<file path="src/rtl/exu_pkg.sv">
// Shared types for the execute-stage scheduler: FSM state encoding and result-mux selects.
// Pure declarations; no logic, no latency, no flow control.
package exu_pkg;

   typedef enum logic [1:0] {
      ST_IDLE     = 2'd0,
      ST_MUL_WAIT = 2'd1,
      ST_DIV_WAIT = 2'd2
   } exu_state_t;

   localparam logic [1:0] RES_ALU = 2'd0;
   localparam logic [1:0] RES_MUL = 2'd1;
   localparam logic [1:0] RES_DIV = 2'd2;

endpackage

</file>
<file path="src/rtl/sat_counter.sv">
// Saturating up-counter with synchronous clear; holds at all-ones instead of wrapping.
// Updates one cycle after i_inc; no flow control.
module sat_counter #(
   parameter int W = 8
) (
   input  logic         i_clk,
   input  logic         i_rst,
   input  logic         i_clr,
   input  logic         i_inc,
   output logic [W-1:0] o_cnt
);

   logic [W-1:0] r_cnt;

   always_ff @(posedge i_clk) begin
      if (i_rst || i_clr) begin
         r_cnt <= '0;
      end else if (i_inc && (r_cnt != {W{1'b1}})) begin
         r_cnt <= r_cnt + 1'b1;
      end
   end

   assign o_cnt = r_cnt;

endmodule

</file>
<file path="src/rtl/exu_sched.sv">
// EX-stage scheduler: ALU results pass through in zero cycles, mul/div are issued and waited on.
// exu_idle holds ID/EX while a unit op is pending or EX/MEM withholds out_ready; flush aborts.
module exu_sched
   import exu_pkg::*;
#(
   parameter int CNT_W   = 32,
   parameter int TIMEOUT = 128
) (
   input  logic             i_clk,
   input  logic             i_rst,
   input  logic             i_flush,
   input  logic             i_in_valid,
   input  logic             i_in_mul_valid,
   input  logic             i_in_div_valid,
   input  logic             i_out_ready,
   input  logic             i_mul_ready,
   input  logic             i_div_ready,
   input  logic             i_mul_out_valid,
   input  logic             i_div_out_valid,
   output logic             o_exu_idle,
   output logic             o_out_valid,
   output logic [1:0]       o_res_sel,
   output logic             o_mul_start,
   output logic             o_div_start,
   output logic             o_mul_out_ready,
   output logic             o_div_out_ready,
   output logic             o_mul_flush,
   output logic             o_div_flush,
   output logic [CNT_W-1:0] o_mul_cycles,
   output logic [CNT_W-1:0] o_div_cycles,
   output logic             o_timeout_err
);

   localparam int                WAIT_W = $clog2(TIMEOUT + 1);
   localparam logic [WAIT_W-1:0] TO_M1  = WAIT_W'(TIMEOUT - 1);

   exu_state_t        r_state;
   exu_state_t        w_next;
   logic              r_timeout_err;
   logic [WAIT_W-1:0] w_wait_cnt;
   logic              w_in_wait;

   always_ff @(posedge i_clk) begin
      if (i_rst) begin
         r_state <= ST_IDLE;
      end else begin
         r_state <= w_next;
      end
   end

   always_comb begin
      w_next          = r_state;
      o_exu_idle      = 1'b1;
      o_out_valid     = 1'b0;
      o_res_sel       = RES_ALU;
      o_mul_start     = 1'b0;
      o_div_start     = 1'b0;
      o_mul_out_ready = 1'b0;
      o_div_out_ready = 1'b0;
      o_mul_flush     = 1'b0;
      o_div_flush     = 1'b0;
      if (i_flush) begin
         // A result arriving alongside the flush is dropped; the abort pulse tells the unit.
         w_next      = ST_IDLE;
         o_mul_flush = (r_state == ST_MUL_WAIT);
         o_div_flush = (r_state == ST_DIV_WAIT);
      end else begin
         case (r_state)
            ST_IDLE: begin
               if (i_in_valid) begin
                  if (i_in_mul_valid) begin
                     o_exu_idle  = 1'b0;
                     o_mul_start = 1'b1;
                     if (i_mul_ready) w_next = ST_MUL_WAIT;
                  end else if (i_in_div_valid) begin
                     o_exu_idle  = 1'b0;
                     o_div_start = 1'b1;
                     if (i_div_ready) w_next = ST_DIV_WAIT;
                  end else begin
                     o_out_valid = 1'b1;
                  end
               end
            end
            ST_MUL_WAIT: begin
               o_res_sel       = RES_MUL;
               o_out_valid     = i_mul_out_valid;
               o_mul_out_ready = i_out_ready;
               o_exu_idle      = i_mul_out_valid & i_out_ready;
               if (i_mul_out_valid && i_out_ready) w_next = ST_IDLE;
            end
            ST_DIV_WAIT: begin
               o_res_sel       = RES_DIV;
               o_out_valid     = i_div_out_valid;
               o_div_out_ready = i_out_ready;
               o_exu_idle      = i_div_out_valid & i_out_ready;
               if (i_div_out_valid && i_out_ready) w_next = ST_IDLE;
            end
            default: w_next = ST_IDLE;
         endcase
      end
   end

   assign w_in_wait = (r_state != ST_IDLE);

   sat_counter #(.W(CNT_W)) u_mul_cnt (
      .i_clk (i_clk),
      .i_rst (i_rst),
      .i_clr (1'b0),
      .i_inc (r_state == ST_MUL_WAIT),
      .o_cnt (o_mul_cycles)
   );

   sat_counter #(.W(CNT_W)) u_div_cnt (
      .i_clk (i_clk),
      .i_rst (i_rst),
      .i_clr (1'b0),
      .i_inc (r_state == ST_DIV_WAIT),
      .o_cnt (o_div_cycles)
   );

   // Cleared on the dispatch edge so each wait starts counting from zero.
   sat_counter #(.W(WAIT_W)) u_wait_cnt (
      .i_clk (i_clk),
      .i_rst (i_rst),
      .i_clr (!w_in_wait && (w_next != ST_IDLE)),
      .i_inc (w_in_wait),
      .o_cnt (w_wait_cnt)
   );

   // Sets on the edge that completes the TIMEOUT-th wait cycle.
   always_ff @(posedge i_clk) begin
      if (i_rst) begin
         r_timeout_err <= 1'b0;
      end else if (w_in_wait && (w_wait_cnt >= TO_M1)) begin
         r_timeout_err <= 1'b1;
      end
   end

   assign o_timeout_err = r_timeout_err;

endmodule

</file>
<file path="config.mk">
export PLATFORM = sky130hd
export DESIGN_NAME = exu_sched
export DESIGN_NICKNAME = d
export VERILOG_FILES = /design/src/rtl/exu_pkg.sv /design/src/rtl/sat_counter.sv /design/src/rtl/exu_sched.sv
export SDC_FILE = /design/constraint.sdc
export NUM_CORES = 1
export LEC_CHECK = 0
export BUFFER_PORTS_ARGS = -buffer_cell sky130_fd_sc_hd__buf_2
export CAP_MARGIN = 10
export CORE_MARGIN = 4
export CORE_UTILIZATION = 55
export CTS_BUF_LIST = sky130_fd_sc_hd__clkbuf_8 sky130_fd_sc_hd__clkbuf_16
export CTS_CLUSTER_DIAMETER = 100
export DETAILED_ROUTE_END_ITERATION = 7
export GPL_ROUTABILITY_DRIVEN = 0
export PLACE_DENSITY = 0.81
export SLEW_MARGIN = 20
export SYNTH_ARGS = -nofsm -noshare
export SYNTH_HDL_FRONTEND = slang
export SYNTH_SLANG_ARGS = --single-unit
</file>
<file path="constraint.sdc">
create_clock -name i_clk -period 5.6 [get_ports i_clk]
set_clock_uncertainty 0.1 [all_clocks]
set_input_delay 0.28 -clock i_clk [delete_from_list [all_inputs] [get_ports i_clk]]
set_output_delay 0.28 -clock i_clk [all_outputs]
set_load 0.01 [all_outputs]
</file>
---- After elaboration in Yosys (flattened, before gate mapping) ----
Cells that the tools add are included.
word-level totals
  flip-flop bits (word level) ............. 75
  word-level logic and storage cells ...... 62
cells by class
  $add $sub $neg .......................... 3
  $lt $le $gt $ge ......................... 1
  equality and inequality tests ........... 5
  mux-type cells .......................... 34
  bitwise gates (word level) .............. 2
  reductions and logical operators ........ 12
operator list
  cell                   count
  $add 32x1->32 const B  2
  $ne 32x32->1 const B   2
  $mux 1                 21
  $mux 2                 9
  $add 8x1->8 const B    1
  $ge 8x7->1 const B     1
  $ne 8x8->1 const B     1
  $logic_and 1x1->1      7
  $pmux 1 s3             2
  $pmux 2 s3             1
  $pmux 2 s2             1
  $reduce_bool 2->1      2
  $and 1x1->1            2
  $eq 2x1->1 const B     1
  $eq 2x2->1 const B     1
  $logic_not 2->1        1
  $logic_not 1->1        1
  $logic_or 1x1->1       1

---- Depth between registers and ports, before layout ----
  depth after elaboration ................. 9
  mapped depth ............................ 9
  depth with buffers taken out ............ 7

---- By module ----
Synthesis repeated with hierarchy kept, for this count alone.
second synthesis, totals
  cell total of the unflattened synthesis .. 476
  area, all modules ....................... 4195.3 µm²
by module, submodules not included
  module                       times used  cells an instance  area each (µm²)
  sat_counter (u_div_cnt ...)  2           189                1681.6
  sat_counter (u_wait_cnt)     1           48                 421.7
  exu_sched                    1           50                 410.4

---- Worst setup path before layout ----
OpenSTA, ideal clock, no wires.
  kind .................................... flip-flop to flip-flop
  from .................................... register r_state[1]
  to ...................................... register u_mul_cnt.r_cnt[26] (netlist: u_mul_cnt.o_cnt[26])
  library setup time ...................... 70 ps
  data arrival time ....................... 2249 ps
  required time ........................... 5430 ps
  slack ................................... 3181 ps
  cell stages (with the launch flop) ...... 9
  period minus slack after synthesis ...... 2419 ps
  cells stage by stage .................... dfxtp_1 -> inv_1 -> ha_1 -> nand4_2 -> or3_1 -> buf_6 -> or3_4 -> or4_1 -> a21oi_1
between the ends
  cells in the longest elaborated chain, start to end .. 2
ends and longest elaborated chain
  what                    RTL line           RTL
  start, declared         exu_sched.sv:37    exu_state_t r_state;
  start signal, assigned  exu_sched.sv:47    r_state <= w_next;
  $eq 2x1->1              exu_sched.sv:109   .i_inc (r_state == ST_MUL_WAIT),
  $logic_and 1x1->1       sat_counter.sv:18  end else if (i_inc && (r_cnt != {W{1'b1}})) begin
  end signal, assigned    sat_counter.sv:19  r_cnt <= r_cnt + 1'b1;
  end, declared           sat_counter.sv:13  logic [W-1:0] r_cnt;
Every way passes these cells.
A chain may end at the register's enable or synchronous reset.

---- Worst setup path after layout ----
  from .................................... register r_state[1]
  to ...................................... register u_mul_cnt.r_cnt[30] (netlist: u_mul_cnt.o_cnt[30])
Same word-level chain as after synthesis.

==> key figures <==
Timing
  • Slew @ Worst Pin: 0.808 ns
  • RSZ-0062 raised after global routing: false
  • Final setup vio count: 0
  • Fin crit share: 47.6%
  • Slew Viols, Final: 0
  • Final worst slack: 2.93 ns
  • Hold Slack: approximately 0.38 ns
  • Period minus WS final: 2.67 ns
  • FMAX: 375 MHz
  • Setup TNS: 0 ns
  • Slew headroom: around 46%
  • Final Hold Viols: 0

Layout
  • Final non-filler cell total: 653
  • Layout cells sized above 1: 20.5%
  • Area growth syn-to-layout: 17.2%
  • Final core occ: 67.2%
  • Commonest non-fill, non-tap cell in the layout: buf_2
  • Final #Nets: 572
  • Antenna fix cells: 0
  • Commonest cells after routing, fill and taps aside: 85 x buf_2, 75 x dfxtp_1, 51 x nor2_1, 36 x nand2_1, 30 x a21oi_1
  • Fillers: 615

Critical path
  • Worst path slowest cell: or3_1
  • CP peak stage delay: 0.56 ns
  • Arr. time, crit path: around 2.8 ns
  • Worst path cell trace: inv_1, ha_1, nand4_2, or3_1, or3_4, or4_1, a21oi_1
  • Startpoint Class: register
  • Setup CP Type: register to register
  • Worst Setup End Kind: register
  • Worst path required time: 5.77 ns
  • Worst-path maximum fanout: 10

Clocking
  • CTS Hold Bufs: 0
  • Clock Path Buffers: 2
  • H-tree depth: 3
  • Post-CTS Setup Repair Bufs: 0
  • Cts bufs inserted: 9
  • TritonCTS clock tree: built
  • Clock Sinks: 75
  • Clk slew on worst S/H paths: roughly 0.08 ns
  • Cts repair resizes: 0
  • Worst-Skew Late Latency: 0.35 ns
  • Root Buffer: clkbuf_8

Placement
  • Port Buffer Count: 85
  • Pre-CTS WS: 2.95 ns
  • Cells after DPL: ~640
  • Final HPWL DP: 6860 um

Die
  • Initial Util: 57.3%
  • Total Die Area: 8570 um^2
  • # rows: 30
  • Core box area: around 6900 um^2
  • Ports: 86
  • Die Y: 92.6 um
  • Die W: between 90 and 100 um

Route
  • Final WL: 9660 um
  • Pre-antenna DRT Iters: 4
  • Drt first-iter violations: 183
  • Via/cell ratio: 5.92
  • Avg WL per Cell: between 10 and 15 um
  • Post-DRT Antenna Nets: 0
  • DRC viols: 0
  • Via count of the routed design: 3869

GRT
  • Total grt overflow: 0
  • Largest net degree at the start of global routing: 81
  • Initial antenna violation count: 0
  • Vias in the first global route: 3465
  • First-pass GRT wire length: 15900 um
  • Total Routing Usage GR: 22.3%

Synthesis
  • Yosys warning count: 0
  • Netlist cell types: 52
  • Post-synth EDFFs: 0
  • Cell area after synthesis: 3940 um^2
  • Cells after Synth: 477
  • Top FF cell, synth: dfxtp_1
  • Yosys reg bits: 75
  • Syn Nets: 496
  • Syn_area_per_cell: 8.25 um^2
  • Synth async-reset ratio: 0%
  • Seq/Total Area, Yosys: 38.1%

Job
  • Max-cap check violation count: 0

Pwr
  • PD cells: 220 nW/um^2
  • Leakage: 1.71 nW
  • Worst IR Drop VDD: 0.174 mV

Hold path
  • Worst Hold Class: register to register

Outcome
  • Status: completed
[Yosys cell counts, drive strengths merged, types with 16 or more instances]
| master | number | area [um^2] |
|---|---|---|
| nand4 | 21 | 144 |
| clkbuf | 17 | 63.8 |
| xnor2 | 26 | 228 |
| nor2 | 51 | 191 |
| o21ai | 18 | 90.1 |
| nand2 | 36 | 135 |
| nand3 | 23 | 115 |
| a211oi | 16 | 120 |
| or3 | 21 | 136 |
| a21oi | 30 | 150 |
| dfxtp | 75 | 1500 |
[per-layer routing]
| layer | GRT usage [%] | part of all wire (%) | routed length [um] |
|---|---|---|---|
| met1 | 28.8 | 46 | 4450 |
| met2 | 36.5 | 47 | 4560 |
| met3 | 4.96 | 5.7 | 547 |
| met4 | 7.92 | 1.1 | 107 |
| met5 | 0 | 0 | 0 |
[flip-flops by register name, indices dropped and copies added (netlist names)]
register,flops
u_wait_cnt.o_cnt,8
r_state,2
u_mul_cnt.o_cnt,32
u_div_cnt.o_cnt,32
o_timeout_err,1
[power by group]
part / total (W) / switching, W / internal, W
logic: 0.0000336 / 0.0000230 / 0.0000106
registers: 0.000535 / 0.00000143 / 0.000534
clock network: 0.000448 / 0.000202 / 0.000246
[worst max-delay path, delay by kind of cell (launching register included)]
kind / cells / cell delay, ns
AOI/OAI and AO/OA: 1 / 0.16
adders and majority gates: 1 / 0.27
buffers and inverters: 1 / 0.10
DFF: 1 / 0.36
and+or+nand+nor: 4 / 1.62
[area by class of cell]
type	instances	area [um^2]	share of cell area [%]
clock inverter	6	82.6	1.79
tap	96	120	2.60
clock buffer	9	124	2.69
timing repair buffer	88	448	9.71
inverter	15	56.3	1.22
sequential	75	1500	32.5
multi-input combinational	364	2280	49.4
[per-stage QoR]
stage          total power [W]  cell area (um^2)
6_report               0.00102              4610
5_1_grt                0.00105              4610
3_3_place_gp          0.000580              4410
3_5_place_dp          0.000581              4410
4_1_cts                0.00102              4610
2_1_floorplan         0.000570              3940
[kinds of logic after synthesis]
group	synth area share (%)
flip-flops	38.1
buffers and inverters	3.91
AO/OA/AOI/OAI	15.5
adder cells (fa/ha/maj)	2.54
XOR/XNOR	7.12
multiplexers	1.91
AND/OR/NAND/NOR	30.9
[path summary, 6_finish.rpt]
path	to	slack [ns]	from	cells after the start
setup / recovery	u_mul_cnt.o_cnt[30]$_SDFFE_PP0P_	2.93	r_state[1]$_SDFF_PP0_	7
hold / removal	o_timeout_err$_SDFFE_PP0P_	0.38	o_timeout_err$_SDFFE_PP0P_	2
setup reg to reg	u_mul_cnt.o_cnt[30]$_SDFFE_PP0P_	2.93	r_state[1]$_SDFF_PP0_	7
hold reg to reg	o_timeout_err$_SDFFE_PP0P_	0.38	o_timeout_err$_SDFFE_PP0P_	2
(Power assumes the default switching activity.)
